**config.mk**
```make
export PLATFORM = sky130hd
export DESIGN_NAME = mac_seq_ctrl
export DESIGN_NICKNAME = d
export VERILOG_FILES = /design/src/rtl/mac_seq_ctrl.sv
export SDC_FILE = /design/constraint.sdc
export NUM_CORES = 1
export LEC_CHECK = 0
export ABC_AREA = 1
export CORE_MARGIN = 2
export CORE_UTILIZATION = 45
export CTS_CLUSTER_SIZE = 10
export DETAILED_ROUTE_END_ITERATION = 6
export PLACE_DENSITY = 0.74
export SLEW_MARGIN = 0
export SYNTH_ARGS = -nofsm -noshare
export SYNTH_HDL_FRONTEND = slang
export SYNTH_SLANG_ARGS = --single-unit
export TNS_END_PERCENT = 1
```
**constraint.sdc**
```tcl
create_clock -name clk -period 2.85 [get_ports clk]
set_clock_uncertainty 0.05 [all_clocks]
set_input_delay 0.57 -clock clk [delete_from_list [all_inputs] [get_ports clk]]
set_output_delay 0.57 -clock clk [all_outputs]
set_load 0.01 [all_outputs]
```
**src/rtl/mac_seq_ctrl.sv**
```systemverilog
// mac_seq_ctrl: sequencing FSM for the multiply-accumulate datapath.
// Clears acc, pulls len operand pairs, holds the result on a handshake.
module mac_seq_ctrl #(
  parameter int LEN_W = 4
) (
  input  logic             clk,
  input  logic             rst,
  input  logic             start,
  input  logic [LEN_W-1:0] len,
  input  logic             abort,
  input  logic             in_valid,
  output logic             in_ready,
  output logic             ld_op,
  output logic             ld_acc,
  output logic             acc_zero,
  output logic             busy,
  output logic [LEN_W-1:0] term_idx,
  output logic             out_valid,
  input  logic             out_ready
);

  typedef enum logic [2:0] {
    IDLE,
    CLEAR,
    FETCH,
    ACC,
    DONE
  } state_t;

  state_t           state_q;
  state_t           state_d;
  logic [LEN_W-1:0] len_q;
  logic [LEN_W-1:0] idx_q;
  logic [LEN_W-1:0] idx_d;
  logic [LEN_W-1:0] idx_inc;

  logic fetch_q;
  logic ld_acc_q;
  logic acc_zero_q;
  logic busy_q;
  logic out_valid_q;

  assign idx_inc = idx_q + LEN_W'(1);

  // Next state and term counter; abort overrides every busy state.
  always_comb begin
    state_d = state_q;
    idx_d   = idx_q;
    unique case (state_q)
      IDLE: begin
        if (start) begin
          state_d = CLEAR;
          idx_d   = '0;
        end
      end
      CLEAR: begin
        idx_d   = '0;
        state_d = (len_q == '0) ? DONE : FETCH;
      end
      FETCH: begin
        if (in_valid) state_d = ACC;
      end
      ACC: begin
        idx_d   = idx_inc;
        state_d = (idx_inc == len_q) ? DONE : FETCH;
      end
      DONE: begin
        if (out_ready) state_d = IDLE;
      end
      default: state_d = IDLE;
    endcase
    if (abort && (state_q != IDLE)) state_d = IDLE;
  end

  // State, job length and output flags all registered from next state.
  always_ff @(posedge clk or posedge rst) begin
    if (rst) begin
      state_q     <= IDLE;
      len_q       <= '0;
      idx_q       <= '0;
      fetch_q     <= 1'b0;
      ld_acc_q    <= 1'b0;
      acc_zero_q  <= 1'b0;
      busy_q      <= 1'b0;
      out_valid_q <= 1'b0;
    end else begin
      state_q <= state_d;
      idx_q   <= idx_d;
      if ((state_q == IDLE) && start) len_q <= len;
      fetch_q     <= (state_d == FETCH);
      ld_acc_q    <= (state_d == CLEAR) || (state_d == ACC);
      acc_zero_q  <= (state_d == CLEAR);
      busy_q      <= (state_d != IDLE);
      out_valid_q <= (state_d == DONE);
    end
  end

  // An aborting FETCH must not take the pair it sees.
  assign in_ready  = fetch_q & ~abort;
  assign ld_op     = fetch_q & in_valid & ~abort;
  assign ld_acc    = ld_acc_q;
  assign acc_zero  = acc_zero_q;
  assign busy      = busy_q;
  assign out_valid = out_valid_q;
  assign term_idx  = idx_q;

endmodule
```
==> metrics.csv, run 1 <==
stage,metric,value,unit
status,outcome,finished clean,
synth,Synth Area in Simple Gates,32.7,%
power,static leakage,0.000556,uW
worst_setup_path,Crit Path Category,input pin to output port,
sta,slew margin rel.,58.8,%
synth,Synth top area share,48.7,%
synth,largest family of logic cells by synthesized area,simple AND/OR/NAND/NOR gates,
sta,# setup viols final,0,
synth,Synth Area in Adders,1.52,%
global_routing,global-route wire length before repair,2610,um
die,die area,0.00218,mm2
clock_tree,Clock Path Buffers,2,
final_layout,"most common cell after layout, fill and taps aside",nand2_1,
synth,Area contributors post-synth,"dfrtp_1 (49%), nand2_1 (14%), inv_1 (9.6%), nand3_1 (6.7%), o21ai_0 (4.9%)",
synth,Compound-Gate Fraction of Synth Area,6.54,%
sta,crit path time final,2.37,ns
die,Initial Util,47.6,%
placement,placed insts,153,
global_routing,GRT Total Usage,17.7,%
clock_tree,CTS Sinks,16,
die,Die Ht,46.7,um
power,Max VDD drop,0.000465,V
die,Cell Rows,15,
final_layout,layout cells sized above 1,9.09,%
placement,IO Port Bufs,19,
final_layout,P&R area growth vs syn,31.4,%
final_layout,most frequent cells in the layout,"nand2_1 (30), inv_1 (21), clkdlybuf4s50_1 (19)",
synth,Avg Inst Size Synth,7.54,um2
worst_hold_path,HP Class,register to register,
synth,Mapped Area,822,um2
sta,fmax,0.421,GHz
clock_tree,htree depth,1,
power,PD cells,891,mW/mm2
final_layout,Non-Filler Instances,157,
global_routing,grt total ovfl,0,
worst_setup_path,CP max FO,2,
flow_run,Max-Cap Viols,0,
synth,Post-Synth XOR/XNOR Area,0,%
sta,Final Cycle Share,83.3,%
worst_setup_path,crit path DAT,1.75,ns
detailed_routing,initial DRC count,11,
detailed_routing,total number of vias,739,
sta,RSZ-0062 raised after global routing,no,
synth,Unique masters post-synth,16,
detailed_routing,Residual DRC,0,
clock_tree,hold_buf cts,0,
clock_tree,clock-pin slew on the worst setup and hold paths,0.10,ns
synth,number of synthesized register bits,16,
sta,Fin. Hold Viols,0,
synth,sequential area share after synthesis,48.7,%
placement,GP Congestion,0.828,
sta,Final Slew Violations,0,
worst_setup_path,data required time of the worst path,2.23,ns
global_routing,vias in the first global route,647,
clock_tree,post-CTS setup buffers,0,
sta,Setup TNS,0,ns
synth,synth warn,0,
clock_tree,CTS tree,done,
final_layout,Final nets,144,
synth,Mapped Nets,120,
synth,Yosys top cell by area,dfrtp_1,
detailed_routing,vias per cell,4.71,
sta,Worst Tran Pin Value,0.617,ns
clock_tree,root cell of the clock tree,clkbuf_4,
worst_setup_path,crit path capture type,output port,
clock_tree,Num CTS Buffers,3,
die,Die X,46.7,um
clock_tree,# resized after CTS,0,
placement,post-DP HPWL,1310,um
die,Ports,20,
global_routing,largest net degree at the start of global routing,17,
global_routing,initial antenna violation count,0,
die,core area,0.00173,mm2
detailed_routing,DR pass1 iterations,4,
detailed_routing,Final ANT Viol Nets,0,
synth,fraction of synthesized area in multiplexers,0,%
synth,cell count after synthesis,109,
detailed_routing,Routed Wire Length,1660,um
clock_tree,worst skew pair latency,0.28,ns
worst_setup_path,CP Launch Type,input pin,
final_layout,diode count,0,
detailed_routing,WL per Instance,10.6,um
## kinds of logic (layout without fill, tap and decap cells)
logic type	after synthesis	count (layout)
AO/OA/AOI/OAI	10	10
adder cells (fa/ha/maj)	1	1
buffers and inverters	23	46
flip-flops	16	16
AND/OR/NAND/NOR	59	59
## layout make-up
type / count / area [um2]
multi-input cells: 70 / 335
inverters: 23 / 86.3
well taps: 25 / 31.3
fillers: 163 / 647
clock buffers: 4 / 36.3
flip-flops and latches: 16 / 400
repair buffers: 19 / 190
## flip-flops by register name (all words and copies together) (netlist names)
signal / count
len_q: 4
busy: 1
state_q: 3
fetch_q: 1
term_idx: 4
acc_zero: 1
ld_acc: 1
out_valid: 1
## report_power, final
part	leakage [uW]	total [uW]	switching, uW	internal [uW]
logic	0.000327	443	261	182
clock network	0.0000210	152	74.1	77.7
registers	0.000209	368	58.6	309
total	0.000556	962	394	568
## synth_stat cells
| cell type | n |
|---|---|
| o21ai_0 | 8 |
| nor3_4 | 1 |
| nor2_1 | 9 |
| nand2_2 | 2 |
| ha_1 | 1 |
| nor3_1 | 2 |
| dfrtp_1 | 16 |
| inv_1 | 21 |
| a21oi_1 | 1 |
| nand2_1 | 30 |
| nor2_2 | 1 |
| nand4_1 | 2 |
| inv_2 | 2 |
| nand3_1 | 11 |
| nand3_2 | 1 |
| o21ai_2 | 1 |
## worst paths after layout
kind	startpoint	endpoint	slack (ns)	cells past startpoint
worst max-delay path	in_valid	ld_op	0.48	4
worst min-delay path	len_q[1]$_DFFE_PP0P_	len_q[1]$_DFFE_PP0P_	0.52	2
worst max register to register	term_idx[0]$_DFFE_PP0P_	busy$_DFF_PP0_	1.16	9
worst min register to register	len_q[1]$_DFFE_PP0P_	len_q[1]$_DFFE_PP0P_	0.52	2
max in group asynchronous	rst	term_idx[3]$_DFFE_PP0P_	1.76	2
min in group asynchronous	rst	len_q[1]$_DFFE_PP0P_	0.60	2
## routing by layer
metal	part of all wire [%]	wire length (um)	up-vias	global-route usage, %
met4	1.3	21	0	10.0
li1	-	-	383	-
met2	49	821	21	28.6
met1	45	750	333	21.5
met5	0	0	-	0
met3	4.3	71	2	4.62
## critical path, cell delays in order
cell	delay, ns
clkdlybuf4s50_1	0.48
nand2_1	0.05
nor2_1	0.10
clkdlybuf4s50_1	0.55
## stage by stage
stage               hold WS [ns]  cell area (um2)  total power (uW)  setup slack [ns]  utilization (%)
floorplan                  0.434              822               661              1.29                -
global placement           0.469             1040               800             0.531             60.4
detailed placement         0.502             1040               818             0.481             60.4
CTS                        0.525             1080               968             0.481             62.5
global route               0.544             1080              1050             0.435             62.5
finish                     0.516             1080               962             0.477             62.5
Power figures use the tool's default switching activity.
==> run 2: changes to the inputs <==
==> constraint.sdc (replaced) <==
create_clock -name clk -period 2.25 [get_ports clk]
set_clock_uncertainty 0.05 [all_clocks]
set_input_delay 0.45 -clock clk [delete_from_list [all_inputs] [get_ports clk]]
set_output_delay 0.45 -clock clk [all_outputs]
set_load 0.01 [all_outputs]
==> metrics.csv, run 2 (synthesized netlist as in run 1, its figures left out) <==
stage,metric,value,unit,change
final_layout,Final nets,144,,unchanged
power,internal power,684,uW,was 568 uW
die,Cell Rows,15,,unchanged
worst_setup_path,data required time of the worst path,1.75,ns,was 2.23 ns
flow_run,Max-Cap Viols,0,,unchanged
worst_setup_path,Reg-to-Reg End,busy$_DFF_PP0_,,unchanged
worst_setup_path,r2r setup slk,0.57,ns,was 1.16 ns
global_routing,vias in the first global route,682,,was 647
final_layout,Sequential Area,400,um2,unchanged
clock_tree,root cell of the clock tree,clkbuf_4,,unchanged
power,Gate power share,47.9,%,was 46.0%
power,static leakage,0.000549,uW,was 0.000556 uW
final_layout,"most common cell after layout, fill and taps aside",nand2_1,,unchanged
sta,Final Slew Violations,0,,unchanged
power,Overall Power,1180,uW,was 962 uW
final_layout,diode count,0,,unchanged
global_routing,initial antenna violation count,0,,unchanged
worst_setup_path,CP max-delay cell,clkdlybuf4s50_1,,unchanged
global_routing,global-route wire length before repair,2790,um,was 2610 um
worst_setup_path,CP top delay family,buffers and inverters,,unchanged
worst_setup_path,crit path DAT,1.63,ns,was 1.75 ns
placement,GP Congestion,0.829,,was 0.828
sta,# setup viols final,0,,unchanged
global_routing,grt total ovfl,0,,unchanged
power,PD cells,1100,mW/mm2,was 891 mW/mm2
worst_setup_path,Crit Path Category,input pin to output port,,unchanged
sta,final worst slack,0.124,ns,was 0.477 ns
clock_tree,Clock Path Buffers,2,,unchanged
status,outcome,finished clean,,unchanged
sta,RSZ-0062 raised after global routing,no,,unchanged
clock_tree,Num CTS Buffers,3,,unchanged
final_layout,most frequent cells in the layout,"nand2_1 (30), inv_1 (21), clkdlybuf4s50_1 (19)",,unchanged
placement,post-DP HPWL,1320,um,was 1310 um
detailed_routing,DR pass1 iterations,4,,unchanged
power,Clock Power Share,12.4,%,was 15.8%
worst_setup_path,crit path capture type,output port,,unchanged
sta,Final Cycle Share,94.5,%,
clock_tree,htree depth,1,,unchanged
final_layout,multi-input logic area,335,um2,unchanged
die,core area,0.00173,mm2,unchanged
die,die area,0.00218,mm2,unchanged
worst_setup_path,CP bufs+invs,2,,unchanged
worst_setup_path,most frequent CP cell,clkdlybuf4s50_1,,unchanged
worst_setup_path,Crit path depth,4,,unchanged
global_routing,GRT Total Usage,18.2,%,was 17.7%
power,Sequential Power Share,39.7,%,was 38.2%
sta,slew margin rel.,59.9,%,was 58.8%
detailed_routing,WL per Instance,10.7,um,was 10.6 um
sta,crit path time final,2.13,ns,
placement,DP Worst Slack,0.130,ns,was 0.481 ns
sta,Setup TNS,0,ns,unchanged
power,Psw,491,uW,was 394 uW
worst_setup_path,CP Launch Type,input pin,,unchanged
worst_setup_path,worst r2r src,term_idx[0]$_DFFE_PP0P_,,unchanged
worst_setup_path,Critical path origin,in_valid,,unchanged
die,Initial Util,47.6,%,unchanged
detailed_routing,Final ANT Viol Nets,0,,unchanged
die,Ports,20,,unchanged
worst_setup_path,Worst path max stage delay,0.56,ns,was 0.55 ns
worst_setup_path,CP max FO,2,,unchanged
detailed_routing,vias per cell,4.78,,was 4.71
worst_hold_path,HP Class,input pin to async pin,,was register to register
clock_tree,clock-pin slew on the worst setup and hold paths,0.08,ns,was 0.10 ns
worst_setup_path,R2R cell count,9,,unchanged
final_layout,FILL cells,171,,was 163
detailed_routing,Routed Wire Length,1670,um,was 1660 um
sta,hold_ws,0.480,ns,was 0.516 ns
clock_tree,CTS tree,done,,unchanged
clock_tree,# resized after CTS,0,,unchanged
sta,Worst Tran Pin Value,0.602,ns,was 0.617 ns
global_routing,largest net degree at the start of global routing,17,,unchanged
sta,fmax,0.470,GHz,
die,Die X,46.7,um,unchanged
clock_tree,CTS Sinks,16,,unchanged
final_layout,P&R area growth vs syn,29.7,%,was 31.4%
worst_setup_path,worst path cell trace,"clkdlybuf4s50_1, nand2_1, nor2_1, clkdlybuf4s50_1",,unchanged
clock_tree,worst skew pair latency,0.28,ns,about the same
detailed_routing,Residual DRC,0,,unchanged
power,Max VDD drop,0.000660,V,was 0.000465 V
die,Die Ht,46.7,um,unchanged
final_layout,layout cells sized above 1,8.40,%,was 9.09%
clock_tree,hold_buf cts,0,,unchanged
placement,IO Port Bufs,19,,unchanged
sta,Fin. Hold Viols,0,,unchanged
detailed_routing,total number of vias,745,,was 739
detailed_routing,initial DRC count,24,,was 11
power,Sw Share,41.8,%,was 40.9%
clock_tree,post-CTS setup buffers,0,,unchanged
run 2: cell count changes in the layout (fill, tap and decap cells not counted):
| cell | previous run | this run |
|---|---|---|
| clkbuf_8 | 1 | 0 |
run 2: metrics by stage:
step           instance area [um2]  utilization (%)  std cells
4_1_cts                       1070             61.7        156
3_5_place_dp                  1040             60.4        153
6_report                      1070             61.7        156
2_1_floorplan                  822                -        109
5_1_grt                       1070             61.7        156
3_3_place_gp                  1040             60.4        153
run 2: worst max-delay path by stage:
stage	endpoint	slack, ns
global placement	ld_op	0.17
floorplan	busy$_DFF_PP0_	0.69
global route	ld_op	0.1
finish	ld_op	0.12
CTS	ld_op	0.13
detailed placement	ld_op	0.13
run 2: worst register-to-register path, delay by kind of cell (launching register included):
| family | cells | cell delay [ns] |
|---|---|---|
| adders and majority gates | 1 | 0.36 |
| and+or+nand+nor | 7 | 0.64 |
| DFF | 1 | 0.45 |
| AOI/OAI and AO/OA | 1 | 0.08 |
run 2: per-layer routing:
| layer | vias to the layer above | global-route usage [%] | share of wire, % |
|---|---|---|---|
| met1 | 340 | 23.4 | 47 |
| met4 | 0 | 6.67 | 1.4 |
| met3 | 4 | 3.46 | 3.8 |
| li1 | 382 | - | - |
| met2 | 19 | 30.8 | 48 |
| met5 | - | 0 | 0 |
run 2: power by group through the flow:
| stage | combinational (uW) | sequential, uW | clock (uW) |
|---|---|---|---|
| floorplan | 360 | 477 | 0 |
| global placement | 548 | 465 | 0 |
| detailed placement | 565 | 471 | 0 |
| CTS | 569 | 466 | 150 |
| global route | 641 | 476 | 168 |
| finish | 563 | 466 | 146 |
run 2: cell type report:
type	instances	area share (%)
sequential	16	37.6
clock buffer	3	2.11
timing repair buffer	19	17.8
tap	25	2.93
multi-input combinational	70	31.5
inverter	23	8.10
==> run 3: changes to the inputs <==
--- a/config.mk
+++ b/config.mk
@@ -6,11 +6,13 @@
 export NUM_CORES = 1
 export LEC_CHECK = 0
 export ABC_AREA = 1
+export CORE_ASPECT_RATIO = 0.75
 export CORE_MARGIN = 2
 export CORE_UTILIZATION = 45
 export CTS_CLUSTER_SIZE = 10
 export DETAILED_ROUTE_END_ITERATION = 6
-export PLACE_DENSITY = 0.74
+export PLACE_DENSITY = 0.83
+export REMOVE_ABC_BUFFERS = 1
 export SLEW_MARGIN = 0
 export SYNTH_ARGS = -nofsm -noshare
 export SYNTH_HDL_FRONTEND = slang
==> metrics.csv, run 3 (synthesized netlist as in run 1, its figures left out) <==
stage,metric,value,unit,change
worst_setup_path,CP Launch Type,input pin,,unchanged
status,outcome,finished clean,,unchanged
power,PD cells,1140,mW/mm2,was 1100 mW/mm2
clock_tree,worst skew pair latency,0.28,ns,about the same
die,die area,0.00219,mm2,was 0.00218 mm2
placement,placed insts,150,,was 153
global_routing,largest net degree at the start of global routing,17,,unchanged
clock_tree,clock-pin slew on the worst setup and hold paths,0.09,ns,was 0.08 ns
global_routing,grt total ovfl,0,,unchanged
sta,slew margin rel.,60.2,%,was 59.9%
detailed_routing,Final ANT Viol Nets,0,,unchanged
worst_setup_path,Crit Path Category,input pin to output port,,unchanged
placement,IO Port Bufs,19,,unchanged
die,Die Ht,41.0,um,was 46.7 um
worst_setup_path,CP max FO,2,,unchanged
power,Max VDD drop,0.000653,V,was 0.000660 V
sta,Final Slew Violations,0,,unchanged
final_layout,layout cells sized above 1,9.09,%,was 8.40%
sta,Setup TNS,0,ns,unchanged
clock_tree,Num CTS Buffers,3,,unchanged
placement,post-DP HPWL,1380,um,was 1320 um
detailed_routing,DR pass1 iterations,5,,was 4
clock_tree,htree depth,1,,unchanged
sta,RSZ-0062 raised after global routing,no,,unchanged
clock_tree,hold_buf cts,0,,unchanged
die,Ports,20,,unchanged
power,Overall Power,1220,uW,was 1180 uW
clock_tree,Clock Path Buffers,2,,unchanged
final_layout,FILL cells,169,,was 171
power,static leakage,0.000556,uW,was 0.000549 uW
die,Initial Util,47.7,%,was 47.6%
clock_tree,post-CTS setup buffers,0,,unchanged
final_layout,"most common cell after layout, fill and taps aside",nand2_1,,unchanged
sta,Worst Tran Pin Value,0.597,ns,was 0.602 ns
worst_hold_path,HP Class,input pin to async pin,,unchanged
die,Die X,53.4,um,was 46.7 um
sta,crit path time final,2.09,ns,was 2.13 ns
clock_tree,CTS Sinks,16,,unchanged
final_layout,diode count,0,,unchanged
final_layout,P&R area growth vs syn,30.9,%,was 29.7%
die,core area,0.00172,mm2,was 0.00173 mm2
detailed_routing,total number of vias,769,,was 745
worst_setup_path,data required time of the worst path,1.75,ns,about the same
die,Cell Rows,13,,was 15
final_layout,most frequent cells in the layout,"nand2_1 (30), inv_1 (21), clkdlybuf4s50_1 (19)",,unchanged
final_layout,Final nets,144,,unchanged
sta,Fin. Hold Viols,0,,unchanged
global_routing,initial antenna violation count,0,,unchanged
clock_tree,# resized after CTS,0,,unchanged
detailed_routing,WL per Instance,11.5,um,was 10.7 um
worst_setup_path,crit path capture type,output port,,unchanged
placement,GP Congestion,0.762,,was 0.829
final_layout,multi-input logic area,335,um2,unchanged
clock_tree,CTS tree,done,,unchanged
detailed_routing,Routed Wire Length,1780,um,was 1670 um
clock_tree,root cell of the clock tree,clkbuf_4,,unchanged
flow_run,Max-Cap Viols,0,,unchanged
worst_setup_path,R2R cell count,9,,unchanged
global_routing,global-route wire length before repair,2700,um,was 2790 um
sta,fmax,0.478,GHz,was 0.470 GHz
detailed_routing,vias per cell,4.99,,was 4.78
sta,# setup viols final,0,,unchanged
final_layout,Non-Filler Instances,154,,was 156
detailed_routing,Residual DRC,0,,unchanged
global_routing,GRT Total Usage,18.3,%,was 18.2%
sta,Final Cycle Share,92.9,%,was 94.5%
worst_setup_path,crit path DAT,1.59,ns,was 1.63 ns
final_layout,Sequential Area,400,um2,unchanged
global_routing,vias in the first global route,625,,was 682
detailed_routing,initial DRC count,26,,was 24
-- run 3: changes by cell type in the layout (fill, tap and decap cells not counted) --
cell / change
clkbuf_8: +1
-- run 3: worst paths after layout --
path,startpoint,end,slack (ns)
setup / recovery,in_valid,ld_op,0.16
max in group asynchronous,rst,state_q[0]$_DFF_PP0_,1.29
hold reg to reg,len_q[1]$_DFFE_PP0P_,len_q[1]$_DFFE_PP0P_,0.50
min in group clk,len_q[1]$_DFFE_PP0P_,len_q[1]$_DFFE_PP0P_,0.50
setup reg to reg,term_idx[0]$_DFFE_PP0P_,busy$_DFF_PP0_,0.54
hold / removal,rst,busy$_DFF_PP0_,0.48
-- run 3: through the flow --
stage / hold WS [ns] / setup slack, ns / utilization [%] / area [um2]
6_report: 0.477 / 0.159 / 62.4 / 1080
5_1_grt: 0.531 / 0.114 / 62.4 / 1080
4_1_cts: 0.498 / 0.154 / 62.4 / 1080
3_5_place_dp: 0.475 / 0.156 / 60.3 / 1040
3_3_place_gp: 0.468 / 0.169 / 60.3 / 1040
2_1_floorplan: 0.314 / 0.688 / - / 822
-- run 3: metal layers --
metal	vias to the layer above	global-route usage, %	wire (um)
met5	-	0	0
met4	0	13.5	40
met3	4	3.28	111
met2	28	29.0	847
met1	353	23.0	775
li1	384	-	-
-- run 3: cell type report --
type / instances / share of cell area [%]
Sequential cell: 16 / 37.2
Multi-Input combinational cell: 70 / 31.2
Timing Repair Buffer: 19 / 17.7
Inverter: 23 / 8.02
Clock buffer: 4 / 3.37
Tap cell: 22 / 2.56
-- run 3: critical path, stage by stage --
cell and delay (ns):
clkdlybuf4s50_1 0.48, nand2_1 0.05, nor2_1 0.08, clkdlybuf4s50_1 0.53
-- run 3: where the power goes --
part,total [uW],internal (uW),switching [uW]
clock,185,98.3,86.7
combinational,568,230,338
sequential,471,392,78.9
